<file path="config.mk">
export PLATFORM = sky130hd
export DESIGN_NAME = vec_mem_seq
export DESIGN_NICKNAME = d
export VERILOG_FILES = /design/src/rtl/vec_mem_seq.sv
export SDC_FILE = /design/constraint.sdc
export NUM_CORES = 1
export LEC_CHECK = 0
export BUFFER_PORTS_ARGS = -buffer_cell sky130_fd_sc_hd__buf_4
export CAP_MARGIN = 25
export CORE_MARGIN = 8
export CORE_UTILIZATION = 33
export CTS_CLUSTER_DIAMETER = 50
export CTS_CLUSTER_SIZE = 40
export DETAILED_ROUTE_END_ITERATION = 10
export PLACE_DENSITY = 0.65
export SLEW_MARGIN = 20
export SYNTH_ARGS = -nofsm -noshare
export SYNTH_HDL_FRONTEND = slang
export SYNTH_SLANG_ARGS = --single-unit
export TNS_END_PERCENT = 100
</file>
<file path="constraint.sdc">
create_clock -name i_clk1 -period 3 [get_ports i_clk1]
set_input_delay 0.6 -clock i_clk1 [delete_from_list [all_inputs] [get_ports i_clk1]]
set_output_delay 0.6 -clock i_clk1 [all_outputs]
set_load 0.01 [all_outputs]
</file>
<file path="src/rtl/vec_mem_seq.sv">
// -----------------------------------------------------------------------------
// vec_mem_seq
//   Sequencer that moves one vector (NUM_ELEM elements) between a vector
//   register file and a word-addressed DRAM. Each element k lives at address
//   BaseAddr + k*Stride (mod 2^WIDTH).
//
//   Load  : issues NUM_ELEM reads on consecutive cycles. The data for read k
//           returns one cycle later and is written into vector element k. A
//           single drain cycle after the last read writes the final element
//           and pulses Done.
//   Store : issues NUM_ELEM writes on consecutive cycles. DataOut is the
//           vector-file element selected by VIdx, passed straight through.
//           Done coincides with the last write.
//
// Ports
//   i_clk1       : sole clock, rising edge
//   i_reset      : synchronous active-high reset
//   i_start      : request pulse, honoured only when idle
//   i_store      : 1 = store (vector -> memory), 0 = load
//   i_base_addr  : first element address
//   i_stride     : address increment per element
//   i_vrd_data   : vector-file element selected by o_vidx (store path)
//   i_data_in    : DRAM read data, valid the cycle after o_rd
//   o_addr       : DRAM address (registered)
//   o_rd / o_wr  : DRAM read / write strobes (registered)
//   o_data_out   : DRAM write data, zero unless o_wr
//   o_vidx       : vector-file element index (registered)
//   o_vwr_en     : vector-file write enable (registered)
//   o_vwr_data   : vector-file write data, zero unless o_vwr_en
//   o_busy       : transfer in progress (registered)
//   o_done       : one-cycle completion pulse (registered)
// -----------------------------------------------------------------------------
module vec_mem_seq #(
    parameter int NUM_ELEM = 16,
    parameter int WIDTH    = 16,
    localparam int IDX_W   = (NUM_ELEM > 1) ? $clog2(NUM_ELEM) : 1
) (
    input  logic             i_clk1,
    input  logic             i_reset,
    input  logic             i_start,
    input  logic             i_store,
    input  logic [WIDTH-1:0] i_base_addr,
    input  logic [WIDTH-1:0] i_stride,
    input  logic [WIDTH-1:0] i_vrd_data,
    input  logic [WIDTH-1:0] i_data_in,
    output logic [WIDTH-1:0] o_addr,
    output logic             o_rd,
    output logic             o_wr,
    output logic [WIDTH-1:0] o_data_out,
    output logic [IDX_W-1:0] o_vidx,
    output logic             o_vwr_en,
    output logic [WIDTH-1:0] o_vwr_data,
    output logic             o_busy,
    output logic             o_done
);

    localparam logic [1:0] S_IDLE   = 2'd0;
    localparam logic [1:0] S_LOAD   = 2'd1;
    localparam logic [1:0] S_LDRAIN = 2'd2;
    localparam logic [1:0] S_STORE  = 2'd3;

    localparam logic [IDX_W-1:0] K_LAST = IDX_W'(NUM_ELEM - 1);
    localparam logic [IDX_W-1:0] K_ONE  = IDX_W'(1);

    logic [1:0]       r_state;
    logic [IDX_W-1:0] r_k;        // element currently being issued
    logic [WIDTH-1:0] r_stride;
    logic [WIDTH-1:0] r_addr;     // running address; modular add gives silent wrap
    logic             r_rd;
    logic             r_wr;
    logic [IDX_W-1:0] r_vidx;
    logic             r_vwr_en;
    logic             r_busy;
    logic             r_done;

    always_ff @(posedge i_clk1) begin
        if (i_reset) begin
            r_state  <= S_IDLE;
            r_k      <= '0;
            r_stride <= '0;
            r_addr   <= '0;
            r_rd     <= 1'b0;
            r_wr     <= 1'b0;
            r_vidx   <= '0;
            r_vwr_en <= 1'b0;
            r_busy   <= 1'b0;
            r_done   <= 1'b0;
        end else begin
            case (r_state)
                S_IDLE: begin
                    if (i_start) begin
                        r_stride <= i_stride;
                        r_addr   <= i_base_addr;
                        r_k      <= '0;
                        r_vidx   <= '0;
                        r_busy   <= 1'b1;
                        if (i_store) begin
                            r_state <= S_STORE;
                            r_wr    <= 1'b1;
                            // A one-element store finishes on its first write.
                            r_done  <= (NUM_ELEM == 1);
                        end else begin
                            r_state <= S_LOAD;
                            r_rd    <= 1'b1;
                        end
                    end
                end

                S_LOAD: begin
                    // Every cycle after the first read, the previous read's
                    // data is on i_data_in and lands in element r_k.
                    r_vwr_en <= 1'b1;
                    r_vidx   <= r_k;
                    if (r_k == K_LAST) begin
                        r_state <= S_LDRAIN;
                        r_rd    <= 1'b0;
                        r_done  <= 1'b1;
                    end else begin
                        r_k    <= r_k + K_ONE;
                        r_addr <= r_addr + r_stride;
                    end
                end

                S_LDRAIN: begin
                    r_state  <= S_IDLE;
                    r_vwr_en <= 1'b0;
                    r_done   <= 1'b0;
                    r_busy   <= 1'b0;
                end

                S_STORE: begin
                    if (r_k == K_LAST) begin
                        r_state <= S_IDLE;
                        r_wr    <= 1'b0;
                        r_done  <= 1'b0;
                        r_busy  <= 1'b0;
                    end else begin
                        r_k    <= r_k + K_ONE;
                        r_vidx <= r_k + K_ONE;
                        r_addr <= r_addr + r_stride;
                        // Done rides with the last element's write.
                        r_done <= ((r_k + K_ONE) == K_LAST);
                    end
                end

                default: begin
                    r_state  <= S_IDLE;
                    r_rd     <= 1'b0;
                    r_wr     <= 1'b0;
                    r_vwr_en <= 1'b0;
                    r_busy   <= 1'b0;
                    r_done   <= 1'b0;
                end
            endcase
        end
    end

    assign o_addr     = r_addr;
    assign o_rd       = r_rd;
    assign o_wr       = r_wr;
    assign o_vidx     = r_vidx;
    assign o_vwr_en   = r_vwr_en;
    assign o_busy     = r_busy;
    assign o_done     = r_done;

    // Data paths are combinational pass-throughs, forced to zero when unused.
    assign o_data_out = r_wr     ? i_vrd_data : '0;
    assign o_vwr_data = r_vwr_en ? i_data_in  : '0;

endmodule
</file>
# Yosys cells after proc, flatten, opt, wreduce, memory -nomap -nowiden

Index checks and enable logic that the tools add are counted.

Flip-flop bits (word level): 47

$add $sub $neg: 2
Multiplexer cells: 29
Equal/unequal tests: 12
Reduce and logical (&&, ||, !) cells: 16

Operators with widths:

| operator            | count |
|---|---|
| $mux 16             | 4 |
| $pmux 16 s2         | 1 |
| $add 16x16->16      | 1 |
| $reduce_and 3->1    | 5 |
| $ne 2x2->1 const B  | 7 |
| $pmux 4 s3          | 1 |
| $mux 1              | 10 |
| $eq 4x4->1 const B  | 2 |
| $mux 2              | 4 |
| $mux 4              | 2 |
| $pmux 2 s4          | 1 |
| $pmux 4 s2          | 1 |
| $reduce_and 4->1    | 2 |
| $reduce_bool 2->1   | 4 |
| $pmux 1 s2          | 3 |
| $reduce_bool 3->1   | 2 |
| $add 4x1->4 const B | 1 |
| $eq 2x2->1 const B  | 2 |
| $pmux 1 s4          | 1 |
| $pmux 1 s3          | 1 |
| $eq 2x1->1 const B  | 1 |
| $logic_not 2->1     | 1 |
| $reduce_and 2->1    | 1 |
| $reduce_or 2->1     | 1 |

# Logic depth before layout (Yosys ltp)

Word-level depth: 4
Gate-level depth with buffers: 11

# Least setup slack after synthesis

OpenSTA, ideal clock, no wires.

Kind: flip-flop to flip-flop
From: register r_addr[0], in the netlist o_addr[0]
To: register r_addr[8], in the netlist o_addr[8]
Library setup time: 79 ps
Buffers on the path: 0
Required time: 2921 ps
Clock period less this slack: 2288 ps
Path slack: 712 ps
Cell stages (with the launch flop): 8
Data arrival time: 2209 ps
Cell sequence: dfxtp_1 -> ha_1 -> fa_1 -> a21o_1 -> a221o_1 -> a31o_2 -> mux2_2 -> a211oi_2

Word-level cells in the longest chain between the ends: 3

RTL lines:

| element                | RTL line | source |
|---|---|---|
| start, declared        | 68       | `logic [WIDTH-1:0] r_addr;` |
| start signal, assigned | 93       | `r_addr <= i_base_addr;` |
| start signal, assigned | 120      | `r_addr <= r_addr + r_stride;` |
| start signal, assigned | 140      | `r_addr <= r_addr + r_stride;` |
| $add 16x16->16         | 120, 140 |  |
| $mux 16                | 114, 132 |  |
| $pmux 16 s2            | 89       | `case (r_state)` |

Every way passes these cells. The select of a mux whose other input is x is not followed.
A chain may end at the register's enable or synchronous reset.

# Worst setup path after layout

From: register r_addr[0], in the netlist o_addr[0]
To: register r_addr[10], in the netlist o_addr[10]

The elaborated chain is that of the path after synthesis.

==> flow_metrics.tcl <==
set metrics [dict create \
    clockRootBuffer "clkbuf_8" \
    antenna_cells 0 \
    place_congestion 0.875 \
    clk-insertion-delay-late_ns 0.30 \
    setup_slack_ns 0.562 \
    leakage_nw 1.91 \
    drcViolationCount 0 \
    setup_tns_ns 0 \
    synthCells 410 \
    period_share 0.813 \
    slew_headroom 0.497 \
    syn_to_final_growth_pct 35.0 \
    start_util 0.341 \
    cts.clk_slew.worst_paths_ns 0.10 \
    post-cts-setup-buffers 0 \
    status "completed" \
    numCtsBuffers 5 \
    track_usage 0.148 \
    grt_pass1_wl_um 15900 \
    max_freq_mhz 410 \
    antenna_left 0 \
    via_count 3298 \
    num_rows 35 \
    first_pass_iters 4 \
    port_buffers 124 \
    cts.sink_count 47 \
    async_reset_ff_frac 0 \
    hold_buffers 0 \
    wl_per_cell_um 15.3 \
    cts_resized 0 \
    rsz0062_at_grt "no" \
    dp.cells 641 \
    hold_viol 0 \
    dpl.hpwl_um 7400 \
    ir_drop_mv 0.316 \
    seq_area_frac_synth 0.299 \
    worstPathMaxFanout 4 \
    syn_area_um2 3150 \
    path_class "register to register" \
    hold_ws_ns 0.467 \
    cts.htree.levels 2 \
    wirelength_um 9950 \
    finalPower_mw 3.55 \
    antenna_found_initial 0 \
    worst_hold_path_type "register to register" \
    busiest_layer "met2" \
    preCtsSetupSlack_ns 0.593 \
    yosysWarnings 0 \
    report.final.slew_viol_count 0 \
    detail_route.iter0.violations 183 \
    place_area_um2 4130 \
    yosysTopAreaCell "dfxtp_1" \
    synth_edf_count 0 \
    io_pins 125 \
    final_cell_area_um2 4250 \
    worstPathArrival_ns 2.63 \
    cts_tree "done" \
    reg2reg_setup_slack_ns 0.56 \
    synth_most_common_cell "nand2_1" \
    use_met2 0.239 \
    power_density_nw_per_um2 836 \
    synth_top_area_frac 0.299 \
    synth_common_cells "nand2_1 (67), a21oi_1 (48), dfxtp_1 (47)" \
    die_area_um2 12900 \
    ys_types 51 \
    cap_violations 0 \
    worst_pin_slew_ns 0.754 \
    overflow 0 \
    fp.coreArea_um2 9240 \
    final_util 0.460 \
    setup_violations 0 \
    drive_above_1_share 0.287 \
    ys_top_cells_by_area "dfxtp_1 (30%), ha_1 (8.3%), nand2_1 (8.0%), a21oi_1 (7.6%), and2_1 (7.2%)" \
    met3_usage 0.0380 \
    clockBufferDepth 2 \
    fin_skew_ns 0.00746 \
    start_kind "register" \
    synth_ff_type "dfxtp_1" \
    finalNonFillerCells 649 \
    grt_max_degree 44 \
    die_h_um 114 \
    met1_usage 0.185 \
    grt_pass1_vias 3307 \
    die_w_um 114 \
    ys_ff_latch 47 \
    syn_nets 500 \
    final_nets 609 \
    crit_required_ns 3.19 \
    viasPerCell 5.08 \
    min_period_ns 2.44 \
    syn_area_per_cell_um2 7.68 \
    crit_path_end_kind "register" \
]
[placed cells by master (no fill, tap or decap), types with 5 or more instances in the layout]
cell and n:
buf_4 127, nand2_1 67, a21oi_1 48, dfxtp_1 47
and2_1 36, o21ai_0 27, nor2_1 25, ha_1 21
nor3_1 12, a211oi_1 8, inv_1 7, and3_1 7
o211ai_1 6, nor2b_1 5, a221o_1 5, nand3_1 5
a31oi_1 5, xnor2_1 5, clkbuf_8 5
[worst max-delay path, stage by stage (launching register included)]
cell and delay (ns):
dfxtp_1 0.34, ha_1 0.24, fa_1 0.41, a21o_1 0.21
a221o_1 0.36, a21oi_1 0.31, xor2_1 0.11, a2111oi_0 0.35
[state kept, by name, indices dropped and copies added, names as in the netlist]
signal / flops
o_wr: 1
o_rd: 1
r_k: 4
r_stride: 16
o_vwr_en: 1
r_state: 2
o_busy: 1
o_addr: 16
o_done: 1
o_vidx: 4
[metal layers]
metal / routed length [um] / up-vias
met2: 4460 / 121
met1: 4430 / 1492
li1: - / 1669
met5: 0 / -
met4: 199 / 0
met3: 860 / 16
[kinds of logic after synthesis]
family,after synthesis,synth area share
flops,47,0.299
simple gates,173,0.274
compound gates,122,0.247
mux,5,0.0163
xor+xnor,9,0.0250
fa+ha+maj,22,0.0899
buf+inv,32,0.0489
[report_power, final]
| part | internal, mW | switching [mW] | leakage (nW) |
|---|---|---|---|
| Sequential | 0.826 | 0.196 | 0.387 |
| Combinational | 0.896 | 1.15 | 1.47 |
| Clock | 0.249 | 0.233 | 0.0581 |
[final timing paths]
| check | start | endpoint | cells past startpoint |
|---|---|---|---|
| min | r_stride[9] | r_stride[9] | 2 |
| min reg2reg | r_stride[9] | r_stride[9] | 2 |
| max | o_addr[0] | o_addr[10] | 7 |
| max reg2reg | o_addr[0] | o_addr[10] | 7 |
[area by class of cell]
type | instances | area, um2
flip-flops and latches | 47 | 941
fillers | 916 | 4990
clock inverters | 3 | 43.8
well taps | 129 | 161
clock buffers | 5 | 68.8
repair buffers | 127 | 953
multi-input cells | 331 | 2050
inverters | 7 | 26.3
Power figures use the tool's default switching activity.
